File: src/rtl/game_ctrl_if.sv
// game_ctrl_if: pixel and button inputs plus status/score outputs
// exchanged between the display pipeline and the game controller.
interface game_ctrl_if;
  logic        fresh;
  logic        START;
  logic        RESET;
  logic        dino_px;
  logic        obstacle_px;
  logic        game_status;
  logic        game_over;
  logic        hit;
  logic [15:0] score;

  modport master (
    output fresh,
    output START,
    output RESET,
    output dino_px,
    output obstacle_px,
    input  game_status,
    input  game_over,
    input  hit,
    input  score
  );

  modport slave (
    input  fresh,
    input  START,
    input  RESET,
    input  dino_px,
    input  obstacle_px,
    output game_status,
    output game_over,
    output hit,
    output score
  );
endinterface

File: src/rtl/game_ctrl.sv
// game_ctrl: frame-synchronous IDLE/RUN/OVER controller for the dino runner,
// with per-frame overlap counting and a saturating 4-digit BCD score.
module game_ctrl_edge #(
  parameter bit FALL = 1'b0
) (
  input  logic clk,
  input  logic rst_n,
  input  logic d_i,
  output logic edge_o
);
  logic s1_q;
  logic s2_q;
  logic p_q;
  logic edge_q;

  always_ff @(posedge clk or negedge rst_n) begin
    if (!rst_n) begin
      s1_q   <= 1'b0;
      s2_q   <= 1'b0;
      p_q    <= 1'b0;
      edge_q <= 1'b0;
    end else begin
      s1_q   <= d_i;
      s2_q   <= s1_q;
      p_q    <= s2_q;
      edge_q <= FALL ? (p_q & ~s2_q)
                     : (s2_q & ~p_q);
    end
  end

  assign edge_o = edge_q;
endmodule

module game_ctrl #(
  parameter int unsigned COLLIDE_MIN = 4,
  parameter int unsigned SCORE_DIV   = 6
) (
  input logic        clk,
  input logic        RESET_N,
  game_ctrl_if.slave bus
);
  typedef enum logic [1:0] {
    S_IDLE = 2'd0,
    S_RUN  = 2'd1,
    S_OVER = 2'd2
  } state_e;

  localparam logic [7:0] CMIN = 8'(COLLIDE_MIN);
  localparam logic [7:0] DTOP = 8'(SCORE_DIV - 1);

  logic frame_end;
  logic start_edge;
  logic reset_edge;

  game_ctrl_edge #(.FALL(1'b1)) u_fresh (
    .clk    (clk),
    .rst_n  (RESET_N),
    .d_i    (bus.fresh),
    .edge_o (frame_end)
  );

  game_ctrl_edge #(.FALL(1'b0)) u_start (
    .clk    (clk),
    .rst_n  (RESET_N),
    .d_i    (bus.START),
    .edge_o (start_edge)
  );

  game_ctrl_edge #(.FALL(1'b0)) u_reset (
    .clk    (clk),
    .rst_n  (RESET_N),
    .d_i    (bus.RESET),
    .edge_o (reset_edge)
  );

  state_e      state_q;
  state_e      state_d;
  logic        spend_q;
  logic        spend_d;
  logic        rpend_q;
  logic        rpend_d;
  logic [7:0]  hc_q;
  logic [7:0]  hc_d;
  logic [7:0]  div_q;
  logic [7:0]  div_d;
  logic [15:0] score_q;
  logic [15:0] score_d;
  logic        hit_q;
  logic        hit_d;
  logic        status_q;
  logic        over_q;

  // Per-digit carry; 9999 is a hard ceiling, never wraps to 0000.
  function automatic logic [15:0] bcd_inc(
    input logic [15:0] v
  );
    logic [15:0] r;
    logic        c;
    r = v;
    c = 1'b1;
    for (int i = 0; i < 4; i++) begin
      if (c) begin
        if (r[4*i +: 4] == 4'd9) begin
          r[4*i +: 4] = 4'd0;
        end else begin
          r[4*i +: 4] = r[4*i +: 4] + 4'd1;
          c = 1'b0;
        end
      end
    end
    bcd_inc = (v == 16'h9999) ? v : r;
  endfunction

  always_comb begin
    state_d = state_q;
    score_d = score_q;
    div_d   = div_q;
    hit_d   = 1'b0;
    hc_d    = hc_q;
    // Clear before set: an edge coincident with frame_end survives.
    spend_d = (spend_q & ~frame_end) | start_edge;
    rpend_d = (rpend_q & ~frame_end) | reset_edge;

    if (frame_end) begin
      hc_d = 8'd0;
    end else if (state_q == S_RUN && bus.dino_px &&
                 bus.obstacle_px && hc_q != 8'hFF) begin
      hc_d = hc_q + 8'd1;
    end

    if (frame_end) begin
      if (rpend_q) begin
        state_d = S_IDLE;
        score_d = 16'h0000;
        div_d   = 8'd0;
      end else begin
        unique case (state_q)
          S_IDLE: begin
            if (spend_q) begin
              state_d = S_RUN;
              score_d = 16'h0000;
              div_d   = 8'd0;
            end
          end
          S_RUN: begin
            if (hc_q >= CMIN) begin
              state_d = S_OVER;
              hit_d   = 1'b1;
            end else if (div_q >= DTOP) begin
              div_d   = 8'd0;
              score_d = bcd_inc(score_q);
            end else begin
              div_d   = div_q + 8'd1;
            end
          end
          S_OVER: begin
            if (spend_q) begin
              state_d = S_RUN;
              score_d = 16'h0000;
              div_d   = 8'd0;
            end
          end
          default: begin
            state_d = S_IDLE;
          end
        endcase
      end
    end
  end

  always_ff @(posedge clk or negedge RESET_N) begin
    if (!RESET_N) begin
      state_q  <= S_IDLE;
      spend_q  <= 1'b0;
      rpend_q  <= 1'b0;
      hc_q     <= 8'd0;
      div_q    <= 8'd0;
      score_q  <= 16'h0000;
      hit_q    <= 1'b0;
      status_q <= 1'b0;
      over_q   <= 1'b0;
    end else begin
      state_q  <= state_d;
      spend_q  <= spend_d;
      rpend_q  <= rpend_d;
      hc_q     <= hc_d;
      div_q    <= div_d;
      score_q  <= score_d;
      hit_q    <= hit_d;
      status_q <= (state_d == S_RUN);
      over_q   <= (state_d == S_OVER);
    end
  end

  assign bus.game_status = status_q;
  assign bus.game_over   = over_q;
  assign bus.hit         = hit_q;
  assign bus.score       = score_q;
endmodule

File: src/flat_wrapper.sv
// flat-port wrapper written by rule: the top's interface ports become plain ports
module game_ctrl_flat 
#(
  parameter int unsigned COLLIDE_MIN = 4,
  parameter int unsigned SCORE_DIV   = 6
)
  (clk, RESET_N, bus_fresh, bus_START, bus_RESET, bus_dino_px, bus_obstacle_px, bus_game_status, bus_game_over, bus_hit, bus_score);
  game_ctrl_if bus_i ();
  input logic clk;
  input logic RESET_N;
  input wire logic [$bits(bus_i.fresh)-1:0] bus_fresh;
  input wire logic [$bits(bus_i.START)-1:0] bus_START;
  input wire logic [$bits(bus_i.RESET)-1:0] bus_RESET;
  input wire logic [$bits(bus_i.dino_px)-1:0] bus_dino_px;
  input wire logic [$bits(bus_i.obstacle_px)-1:0] bus_obstacle_px;
  output wire logic [$bits(bus_i.game_status)-1:0] bus_game_status;
  output wire logic [$bits(bus_i.game_over)-1:0] bus_game_over;
  output wire logic [$bits(bus_i.hit)-1:0] bus_hit;
  output wire logic [$bits(bus_i.score)-1:0] bus_score;
  assign bus_i.fresh = bus_fresh;
  assign bus_i.START = bus_START;
  assign bus_i.RESET = bus_RESET;
  assign bus_i.dino_px = bus_dino_px;
  assign bus_i.obstacle_px = bus_obstacle_px;
  assign bus_game_status = bus_i.game_status;
  assign bus_game_over = bus_i.game_over;
  assign bus_hit = bus_i.hit;
  assign bus_score = bus_i.score;
  game_ctrl #(.COLLIDE_MIN(COLLIDE_MIN), .SCORE_DIV(SCORE_DIV)) u_core (.clk(clk), .RESET_N(RESET_N), .bus(bus_i));
endmodule
File: config.mk
export PLATFORM = sky130hd
export DESIGN_NAME = game_ctrl_flat
export DESIGN_NICKNAME = d
export VERILOG_FILES = /design/src/rtl/game_ctrl_if.sv /design/src/rtl/game_ctrl.sv /design/src/flat_wrapper.sv
export SDC_FILE = /design/constraint.sdc
export NUM_CORES = 1
export LEC_CHECK = 0
export ABC_AREA = 1
export BUFFER_PORTS_ARGS = -buffer_cell sky130_fd_sc_hd__buf_4
export CAP_MARGIN = 25
export CORE_ASPECT_RATIO = 0.8
export CORE_MARGIN = 3
export CORE_UTILIZATION = 40
export DETAILED_ROUTE_END_ITERATION = 6
export HOLD_SLACK_MARGIN = 0.02
export PLACE_DENSITY_LB_ADDON = 0.3
export REMOVE_ABC_BUFFERS = 1
export SETUP_SLACK_MARGIN = 0.2
export SLEW_MARGIN = 20
export SYNTH_ARGS = -nofsm -noshare
export SYNTH_HDL_FRONTEND = slang
export SYNTH_SLANG_ARGS = --single-unit
File: constraint.sdc
create_clock -name clk -period 1.41 [get_ports clk]
set_clock_uncertainty 0.05 [all_clocks]
set_input_delay 0.2115 -clock clk [delete_from_list [all_inputs] [get_ports clk]]
set_output_delay 0.2115 -clock clk [all_outputs]
set_load 0.005 [all_outputs]
-- Yosys cells after proc, flatten, opt, wreduce, memory -nomap -nowiden
Index checks and enable logic that the tools add are counted.
- magnitude comparators: 2
- bitwise gates (word level): 11
- multiplexer cells: 49
- equal/unequal tests: 17
- add/subtract/negate cells: 6
- reductions and logical operators: 12
- operators by type and width (operator ; number):
    $mux 16 ; 5
    $mux 8 ; 6
    $pmux 16 s2 ; 1
    $mux 4 ; 7
    $mux 1 ; 24
    $reduce_and 7->1 ; 3
    $ne 3x2->1 const B ; 6
    $add 4x1->4 const B ; 4
    $add 8x1->8 const B ; 2
    $eq 16x16->1 const B ; 1
    $eq 4x4->1 const B ; 4
    $ge 8x3->1 const B ; 2
    $pmux 8 s2 ; 1
    $mux 2 ; 4
    $ne 8x8->1 const B ; 1
    $reduce_and 6->1 ; 1
    $and 1x1->1 ; 5
    $eq 2x1->1 const B ; 2
    $eq 2x2->1 const B ; 2
    $not 1->1 ; 4
    $pmux 2 s2 ; 1
    $reduce_and 4->1 ; 1
    $logic_and 1x1->1 ; 3
    $ne 3x1->1 const B ; 1
    5 further kinds ; 6
- flip-flop bits (word level): 51

-- Longest topological paths before layout
Gate-level depths: netlist of the first run.
- depth after elaboration: 25
- depth in mapped cells: 10
- depth with buffers taken out: 10

-- Hierarchy
From an unflattened synthesis of the first run, not the netlist that was laid out.
- cell total of the unflattened synthesis: 313
- area, all modules: 2597.5 um2
- modules (own cells, without submodules) (module ; sequential area each (um2) ; area an instance (um2) ; cells each ; times used):
    game_ctrl ; 975.9 ; 2267.2 ; 295 ; 1
    game_ctrl_edge ; 100.1 ; 110.1 ; 6 ; 3

-- Least setup slack after synthesis of the first run
No wires, ideal clock.
- kind: register to register
- from: reg u_core.score_q[1] (netlist: u_core.bus.score[1])
- to: reg u_core.score_q[10] (netlist: u_core.bus.score[10])
- library setup time: 0.118 ns
- setup slack: -0.144 ns
- data required time: 1.242 ns
- arrival time: 1.386 ns
- cell stages (with the launch flop): 11
- cell sequence: dfrtp_1 inv_1 ha_1 nand3_1 nor2_1 nand3_1 nand2_1 nand2_2 buf_6 nand4_1 nand2_1
- word-level cells in the longest chain between the ends: 15
- elaborated cells between the ends (all ways): 17
- those cells by class: eq/ne (4); mux (12); reduce/logical (1)
- ends and longest elaborated chain (what ; line ; text):
    start: declaration ; game_ctrl.sv:86 ; logic [15:0] score_q;
    start signal: assignment ; game_ctrl.sv:188 ; score_q <= score_d;
    $eq 4x4->1 ; game_ctrl.sv:103 ; if (r[4*i +: 4] == 4'd9) begin
    $mux 1 ; game_ctrl.sv:103 ;
    $mux 1 ; game_ctrl.sv:149 ; end else if (div_q >= DTOP) begin
    $mux 1 ; game_ctrl.sv:146 ; if (hc_q >= CMIN) begin
    $mux 1 ; game_ctrl.sv:137 ; unique case (state_q)
    $mux 1 ; game_ctrl.sv:132 ; if (rpend_q) begin
    $mux 1 ; game_ctrl.sv:131 ; if (frame_end) begin
    $mux 1 ; game_ctrl.sv:102 ; if (c) begin
    $mux 1 ; game_ctrl.sv:149 ;
    $mux 1 ; game_ctrl.sv:146 ;
    $mux 1 ; game_ctrl.sv:137 ;
    $mux 1 ; game_ctrl.sv:132 ;
    $mux 1 ; game_ctrl.sv:131 ;
    $ne 3x2->1 (no line) ; -- ;
    $reduce_and 7->1 (no line) * ; -- ;
Mark *: on every way between the ends. The rest lies on a longest branch, timed or not. The select of a mux whose other input is x is not followed.
A chain may end at the register's enable or synchronous reset.

-- Worst setup path after layout of the first run
- from: reg u_core.score_q[1] (netlist: u_core.bus.score[1])
- to: reg u_core.score_q[4] (netlist: u_core.bus.score[4])
- word-level cells in the longest chain between the ends: 9
- elaborated cells between the ends (all ways): 11
- those cells by class: eq/ne (4); mux (6); reduce/logical (1)
- ends and longest elaborated chain (what ; line):
    $eq 4x4->1 ; game_ctrl.sv:103
    $mux 1 ; game_ctrl.sv:103
    $mux 1 ; game_ctrl.sv:149
    $mux 1 ; game_ctrl.sv:146
    $mux 1 ; game_ctrl.sv:137
    $mux 1 ; game_ctrl.sv:132
    $mux 1 ; game_ctrl.sv:131
    $ne 3x2->1 (no line) ; --
    $reduce_and 7->1 (no line) * ; --
Marks and branches as above.

==> results of run 1 <==
power by group:
| part | switching (mW) | internal, mW | leakage (nW) |
|---|---|---|---|
| logic | 0.606 | 0.668 | 1.30 |
| clock network | 0.562 | 0.382 | 0.0526 |
| registers | 0.0933 | 1.58 | 0.672 |
| total | 1.26 | 2.63 | 2.03 |
worst max path at each step:
stage	to	depth (start not counted)
floorplan	u_core.bus.score[10]	8
global placement	u_core.bus.score[5]	10
detailed placement	u_core.bus.score[5]	10
CTS	u_core.bus.score[14]	11
global route	u_core.bus.score[14]	11
finish	u_core.bus.score[4]	10
state kept, by name, indices dropped and copies added (netlist names), 2 cells and up:
| name | flops |
|---|---|
| u_core.div_q | 8 |
| u_core.hc_q | 8 |
| u_core.state_q | 2 |
| u_core.bus.score | 16 |
timing repair:
item | in CTS | in global routing
hold endpoints to repair | 24 | 0
cloned | 0 | 1
gates resized for setup | 59 | 62
hold buffers | 4 | 0
setup buffers | 12 | 16
pin swaps | 22 | 26
endpoints found under the setup margin | 51 | 53
through the flow:
| step | cells | hold slack [ns] | instance area [sq um] |
|---|---|---|---|
| after CTS | 464 | 0.271 | 3660 |
| after global routing | 481 | 0.282 | 4030 |
| after floorplan | 283 | -0.134 | 2520 |
| after detailed placement | 440 | 0.0694 | 3220 |
| final | 481 | 0.269 | 4030 |
| after global placement | 440 | 0.0661 | 3220 |
final cells by class:
class                           instances  area, sq um
Fill cell                             465         2030
Multi-Input combinational cell        197         1380
Sequential cell                        51         1280
Timing Repair Buffer                  109         1040
Inverter                               35          131
Tap cell                               81          101
Clock buffer                            5         68.8
Clock inverter                          3         31.3
cells in the mapped netlist:
library cell  number  area (sq um)
nand2_1           58           218
a21oi_1            3          15.0
buf_4              1          7.51
clkbuf_1           1          3.75
ha_1              13           163
nand4_1           16           100
dfrtp_1           51          1280
nor3_2             1          10.0
nor2_1            30           113
o31ai_1            1          7.51
xnor2_1            3          26.3
a21oi_2            2          17.5
a31oi_1            1          6.26
nor3_1             5          25.0
nand2_2            4          25.0
inv_2              1          3.75
nor3b_1            1          7.51
o21ai_2            2          17.5
o21ai_1            2          10.0
o21bai_1           2          15.0
buf_6              2          22.5
nand3b_1           2          15.0
and2_1             1          6.26
nand2_4            3          33.8
xor2_1             6          52.6
nor2_4             2          22.5
o21ai_0           12          60.1
inv_1             34           128
nand3_4            1          17.5
buf_8              1          15.0
a21o_1             1          7.51
nand3_1           25           125
cells by family after synthesis:
kind of cell / Yosys count / synth area share (%)
AOI/OAI and AO/OA: 26 / 6.08
xor gates and xnor gates: 9 / 3.06
and+or+nand+nor: 149 / 27.9
adders and majority gates: 13 / 6.32
buffers and inverters: 40 / 7.00
DFF: 51 / 49.6
worst max-delay path: cells and delay by family, from the launching register on:
| kind | cells | cell delay [ns] |
|---|---|---|
| fa+ha+maj | 1 | 0.14 |
| flops | 1 | 0.40 |
| buf+inv | 2 | 0.24 |
| simple gates | 7 | 0.66 |
metal layers:
metal	vias up	GRT usage [%]	share of wire (%)
li1	1163	-	-
met1	1120	22.6	45
met2	60	25.1	49
met3	6	3.88	5.2
met4	0	3.98	0.87
met5	-	0	0
==> reports/metrics.yaml, run 1 <==
cp.arrival_ns: 1.75
end_kind: "register"
nets: 419
synth_area_per_cell_sq_um: 8.93
vias: 2349
syn_inst: 288
routed_wl_microns: 6210
final_common_cell: "buf_4"
r2r_start: "u_core.bus.score[1]"
worstMarginPinSlew_ns: 0.505
synth-seq-area-share_pct: 49.6
netlist_area_sq_um: 2570
fmax_mhz: 632
io_pins: 26
coreArea_sq_um: 6070
place_congestion: 0.815
path_class: "register to register"
setup_viol: 28
hp-class: "input pin to asynchronous set/reset pin"
cpPeakStageDelay_ns: 0.40
final_cell_mix: "buf_4, dfrtp_1, nand2_1, buf_6, inv_1"
port_buffers: 25
area_growth_pct: 56.8
clkSlewWorstSetupHoldPaths_ns: 0.11
ant_nets: 0
hold_violations: 0
track_usage_pct: 16.1
layout_worst_path_cycle_share_pct: 112
worstSkewPairLatency_ns: 0.31
slew_headroom_pct: 66.0
start_util_pct: 42.4
fin_util_pct: 66.5
powerDensity_nw_per_um2: 964
cpMaxStageDelayCell: "dfrtp_1"
antenna_found_initial: 0
r2r_slack_ns: -0.17
slew_viol_final: 0
worst_setup_path_start_kind: "register"
power_mw: 3.89
cts_tree: "done"
cp-startpoint: "u_core.bus.score[1]"
cp.required_ns: 1.57
first_iter_violations: 135
fin_crit_ns: 1.58
violations: "setup timing"
clockBufferDepth: 2
pre_cts_slack_ns: -0.237
cap_violations: 0
dr.pass1.iters: 4
routedWlPerCell_microns: 12.9
tns_ns: -3.34
drc_errors: 0
die_w_microns: 95.7
cts_root_buffer: "clkbuf_8"
cts_made_buffers: 5
dp_hpwl_microns: 3830
die_y_microns: 77.7
cts-htree-levels: 2
r2r_cells: 10
via_per_inst: 4.88
synth.distinct_cells: 32
status: "finished, violations left"
fin_ws_ns: -0.173
die_area_sq_um: 7440
core.rowCount: 25
ys.warnings.count: 0
cts.sinks: 51
grt-ovfl-total: 0
grt_pass1_vias: 2165
p_leak_nw: 2.03
drive_gt1_share_pct: 46.3
rr_endpoint: "u_core.bus.score[4]"
antenna_cells: 0
grt_pass1_wl_microns: 9570
synth_seq_cells: 51
cp_cell_sequence: "inv_2 -> ha_4 -> nand3_4 -> nor2_4 -> nand3_2 -> nand2_2 -> nand2_4 -> buf_4 -> nand4_1 -> nand2_1"
ir_worst_vdd_mv: 0.720
grt_max_degree: 31
rsz0062_at_grt: "true"
cp_max_fo: 7
No activity file was read; power rests on OpenSTA's default activity.
==> run 2: changes to the inputs <==
==> constraint.sdc (replaced) <==
create_clock -name clk -period 1.84 [get_ports clk]
set_clock_uncertainty 0.05 [all_clocks]
set_input_delay 0.276 -clock clk [delete_from_list [all_inputs] [get_ports clk]]
set_output_delay 0.276 -clock clk [all_outputs]
set_load 0.005 [all_outputs]
==> run 2 against run 1 <==
  * The flow now finishes without violations
  * Routed wire length is 19% lower
  * Sequential share of layout area up 6.5 points
  * Sequential power down 23%
  * Critical path type unchanged
  * Critical endpoint is now u_core.hc_q[3]
==> reports/metrics.yaml, run 2 (synthesized netlist as in run 1, its figures left out) <==
grt-ovfl-total: 0  # unchanged
dp_hpwl_microns: 3300  # -14%
track_usage_pct: 13.8  # -2.3 points
cap_violations: 0  # unchanged
cts_tree: "done"
antenna_found_initial: 0  # unchanged
die_w_microns: 95.7  # unchanged
cts_made_buffers: 5  # unchanged
largest_reg_flops: 16  # unchanged
io_pins: 26  # unchanged
fin_area_sq_um: 3350  # -17%
layout_worst_path_cycle_share_pct: 85.3  # -27 points
clkSlewWorstSetupHoldPaths_ns: 0.09  # -0.02 ns
fmax_mhz: 637  # +0.92%
cp.arrival_ns: 1.71  # -0.04 ns
cts_root_buffer: "clkbuf_8"
grt_pass1_wl_microns: 8110  # -15%
end_kind: "register"
coreArea_sq_um: 6070  # unchanged
drive_gt1_share_pct: 29.6  # -17 points
powerDensity_nw_per_um2: 768  # -20%
p_leak_nw: 1.71  # -16%
fin_crit_ns: 1.57  # -0.0144 ns
core.rowCount: 25  # unchanged
worstSkewPairLatency_ns: 0.30  # about the same
place_congestion: 0.830  # +1.9%
final_cell_mix: "nand2_1, buf_4, dfrtp_1, inv_1, nor2_1"
die_area_sq_um: 7440  # unchanged
final_common_cell: "nand2_1"
rsz0062_at_grt: "true"
hp-class: "register to register"
die_y_microns: 77.7  # unchanged
hold_violations: 0  # unchanged
port_buffers: 25  # unchanged
slew_headroom_pct: 57.4  # -8.6 points
slew_viol_final: 0  # unchanged
nets: 370  # -12%
area_growth_pct: 30.4
vias: 2055  # -13%
routed_wl_microns: 5040  # -19%
start_util_pct: 42.4  # unchanged
worst_setup_path_start_kind: "register"
ant_nets: 0  # unchanged
cp.required_ns: 1.98  # +0.41 ns
grt_pass1_vias: 1751  # -19%
placedInstanceArea_sq_um: 2900  # -10%
fin_util_pct: 55.3  # -11 points
whs_ns: 0.304  # +0.0352 ns
via_per_inst: 4.76  # -2.6%
dr.pass1.iters: 4  # unchanged
routedWlPerCell_microns: 11.7  # -9.7%
cts.sinks: 51  # unchanged
worstMarginPinSlew_ns: 0.639  # +0.135 ns
first_iter_violations: 103  # -24%
status: "completed"
setup_viol: 0  # -100%
tns_ns: 0  # +3.34 ns
path_class: "register to register"
fin_cells: 432  # -10%
ir_worst_vdd_mv: 0.335  # -53%
antenna_cells: 0  # unchanged
placed_cells: 400  # -9.1%
cp_max_fo: 5  # -2
clockBufferDepth: 2  # unchanged
drc_errors: 0  # unchanged
cts-htree-levels: 2  # unchanged
grt_max_degree: 52  # +68%
## run 2: cell types whose count changed in the layout (fill, tap and decap cells not counted), moves of 5 or more
cell / previous run / this run
buf_6: 40 / 0
nand2_2: 15 / 1
nand2_1: 44 / 56
buf_4: 60 / 54
inv_1: 25 / 30
inv_2: 10 / 5
nand3_1: 12 / 17
nand3_2: 10 / 5
## run 2: final timing paths
check / startpoint / to / slack [ns] / cells after the start
worst max-delay path: u_core.hc_q[0] / u_core.hc_q[3] / 0.27 / 9
worst min-delay path: u_core.u_fresh.s1_q / u_core.u_fresh.s2_q / 0.30 / 0
worst max register to register: u_core.hc_q[0] / u_core.hc_q[3] / 0.27 / 9
worst min register to register: u_core.u_fresh.s1_q / u_core.u_fresh.s2_q / 0.30 / 0
max in group asynchronous: RESET_N / u_core.u_fresh.edge_o / 0.78 / 2
min in group asynchronous: RESET_N / u_core.bus.score[15] / 0.49 / 2
## run 2: final cells by class
class,count,area (sq um)
fillers,549,2720
clock buffers,6,82.6
well taps,81,101
flip-flops and latches,51,1280
multi-input cells,199,1300
clock inverters,2,16.3
repair buffers,58,445
inverters,35,131
## run 2: where the power goes
part	switching (mW)	internal, mW	leakage (nW)
logic	0.349	0.267	0.990
registers	0.0779	1.21	0.671
clock network	0.366	0.307	0.0474
total	0.793	1.78	1.71
## run 2: through the flow
stage,setup WS (ns),power (mW)
after floorplan,0.205,1.58
after global placement,0.0575,1.77
after detailed placement,0.0148,1.78
after CTS,0.187,2.52
after global routing,0.140,2.75
final,0.271,2.58
## run 2: repair_timing
item                                    4_1_cts  5_1_grt
pin swaps                                     3        9
endpoints found under the setup margin       21       26
buffers inserted                              4       14
hold buffers                                  4        0
gates cloned                                  1        1
resized for setup                             8       35
hold endpoints to repair                     54        0
## run 2: per-layer routing
layer,track usage (%),routed length [microns]
met4,3.98,40
met5,0,0
met3,3.59,215
met1,21.7,2550
met2,18.4,2230
## run 2: worst max-delay path, stage by stage, from the launching register on
cell and delay (ns):
dfrtp_1 0.42, ha_4 0.16, nand2_1 0.04, inv_1 0.09, nand3_2 0.11, o21ai_4 0.26
buf_4 0.16, o21ai_0 0.06, nand2_1 0.06, nor2_1 0.04
==> run 3: changes to the inputs <==
--- a/config.mk
+++ b/config.mk
@@ -13,6 +13,7 @@
 export CORE_UTILIZATION = 40
 export DETAILED_ROUTE_END_ITERATION = 6
 export HOLD_SLACK_MARGIN = 0.02
+export MAX_ROUTING_LAYER = met4
 export PLACE_DENSITY_LB_ADDON = 0.3
 export REMOVE_ABC_BUFFERS = 1
 export SETUP_SLACK_MARGIN = 0.2
==> run 3 against run 2 <==
  * Combinational power about the same
  * Routed wire length is essentially flat
  * Die area stayed put
  * Sequential share of layout area unchanged
  * Setup slack did not move
  * Flip-flop and latch count unchanged
  * Critical path depth stayed put
  * Largest cell class unchanged
==> reports/metrics.yaml, run 3 (synthesized netlist as in run 1, its figures left out) <==
grt_pass1_wl_microns: 8110  # unchanged
timing.critical_path.buf_inv: 2  # unchanged
cts_tree: "done"
status: "completed"
worstSkewPairLatency_ns: 0.30  # about the same
grt_pass1_vias: 1751  # unchanged
via_per_inst: 4.76  # unchanged
antenna_cells: 0  # unchanged
pwr-share-clk_pct: 26.1  # about the same
crit_family: "flip-flops"
path_class: "register to register"
cts.sinks: 51  # unchanged
cts-htree-levels: 2  # unchanged
pwr-share-comb_pct: 23.9  # about the same
grt-ovfl-total: 0  # unchanged
ant_nets: 0  # unchanged
powerDensity_nw_per_um2: 768  # about the same
slew_viol_final: 0  # unchanged
p_sw_share_pct: 30.8  # about the same
drc_errors: 0  # unchanged
track_usage_pct: 14.2  # +0.38 points
layout_worst_path_cycle_share_pct: 85.3  # unchanged
final_cell_mix: "nand2_1, buf_4, dfrtp_1, inv_1, nor2_1"
fin_crit_ns: 1.57  # unchanged
io_pins: 26  # unchanged
die_area_sq_um: 7440  # unchanged
hp-class: "register to register"
end_kind: "register"
hold_violations: 0  # unchanged
slew_headroom_pct: 57.4  # about the same
final_common_cell: "nand2_1"
worstMarginPinSlew_ns: 0.640  # +0.00000894 ns
setup_viol: 0  # unchanged
coreArea_sq_um: 6070  # unchanged
die_w_microns: 95.7  # unchanged
nets: 370  # unchanged
internal_power_mw: 1.78  # unchanged
fill_cells: 549  # unchanged
fmax_mhz: 637  # unchanged
largest_reg_flops: 16  # unchanged
rsz0062_at_grt: "true"
routed_wl_microns: 5040  # about the same
pwr-share-seq_pct: 50.0  # about the same
cp_max_fo: 5  # unchanged
cpPeakStageDelay_ns: 0.42  # about the same
routedWlPerCell_microns: 11.7  # about the same
grt_max_degree: 52  # unchanged
cap_violations: 0  # unchanged
p_sw_uw: 792  # about the same
vias: 2055  # unchanged
clkSlewWorstSetupHoldPaths_ns: 0.09  # about the same
cp.arrival_ns: 1.71  # about the same
core.rowCount: 25  # unchanged
cts_made_buffers: 5  # unchanged
cp.required_ns: 1.98  # about the same
start_util_pct: 42.4  # unchanged
area_growth_pct: 30.4  # unchanged
ir_worst_vdd_mv: 0.335  # about the same
worst_setup_path_start_kind: "register"
tns_ns: 0  # unchanged
cp_common_cell: "nand2_1"
place_congestion: 0.843  # +1.5%
p_leak_nw: 1.71  # unchanged
port_buffers: 25  # unchanged
antenna_found_initial: 0  # unchanged
dp_hpwl_microns: 3300  # unchanged
cpMaxStageDelayCell: "dfrtp_1"
first_iter_violations: 103  # unchanged
fin_util_pct: 55.3  # unchanged
drive_gt1_share_pct: 29.6  # unchanged
die_y_microns: 77.7  # unchanged
clockBufferDepth: 2  # unchanged
whs_ns: 0.304  # unchanged
cp_cell_sequence: "ha_4 -> nand2_1 -> inv_1 -> nand3_2 -> o21ai_4 -> buf_4 -> o21ai_0 -> nand2_1 -> nor2_1"
dr.pass1.iters: 4  # unchanged
cts_root_buffer: "clkbuf_8"
-- run 3: cell counts in the layout (fill, tap and decap cells not counted) --
No cell type changed its count.
-- run 3: worst paths after layout --
kind	start	slack (ns)	end	depth (start not counted)
min in group asynchronous	RESET_N	0.49	u_core.bus.score[15]	2
max	u_core.hc_q[0]	0.27	u_core.hc_q[3]	9
min	u_core.u_fresh.s1_q	0.30	u_core.u_fresh.s2_q	0
max in group asynchronous	RESET_N	0.78	u_core.u_fresh.edge_o	2
min reg2reg	u_core.u_fresh.s1_q	0.30	u_core.u_fresh.s2_q	0
max reg2reg	u_core.hc_q[0]	0.27	u_core.hc_q[3]	9
-- run 3: area by class of cell --
class	instances	area, sq um	share of cell area, %
multi-input combinational	199	1300	38.7
inverter	35	131	3.92
sequential	51	1280	38.2
clock buffer	6	82.6	2.46
clock inverter	2	16.3	0.485
tap	81	101	3.02
timing repair buffer	58	445	13.3
-- run 3: what timing repair did --
action / in CTS / in global routing
hold buffers: 4 / 0
cloned: 1 / 1
setup endpoints to repair: 21 / 26
setup buffers: 4 / 14
pin swaps: 3 / 9
hold endpoints to repair: 54 / 0
gates resized for setup: 8 / 35
-- run 3: per-stage QoR --
stage               cell area (sq um)  setup WS [ns]  power, mW  instances
detailed placement               2900         0.0148       1.78        400
global route                     3350          0.140       2.75        432
global placement                 2900         0.0575       1.77        400
finish                           3350          0.271       2.58        432
CTS                              3110          0.187       2.52        417
floorplan                        2520          0.205       1.58        283
-- run 3: per-layer routing --
layer / track usage (%) / wire length, microns / up-vias
met4: 3.98 / 38 / 0
li1: - / - / 1063
met5: - / 0 / -
met2: 18.4 / 2230 / 37
met1: 21.7 / 2550 / 950
met3: 3.59 / 215 / 5
-- run 3: worst reg2reg max path, stage by stage (launching register included) --
cell and delay, ns:
dfrtp_1 0.42, ha_4 0.16, nand2_1 0.04, inv_1 0.09
nand3_2 0.11, o21ai_4 0.26, buf_4 0.16, o21ai_0 0.06
nand2_1 0.06, nor2_1 0.04
-- run 3: power groups by stage --
stage	Combinational, mW	Sequential (mW)	Clock [mW]
2_1_floorplan	0.269	1.31	0
3_3_place_gp	0.468	1.30	0
3_5_place_dp	0.478	1.30	0
4_1_cts	0.531	1.28	0.713
5_1_grt	0.693	1.30	0.754
6_report	0.616	1.29	0.673
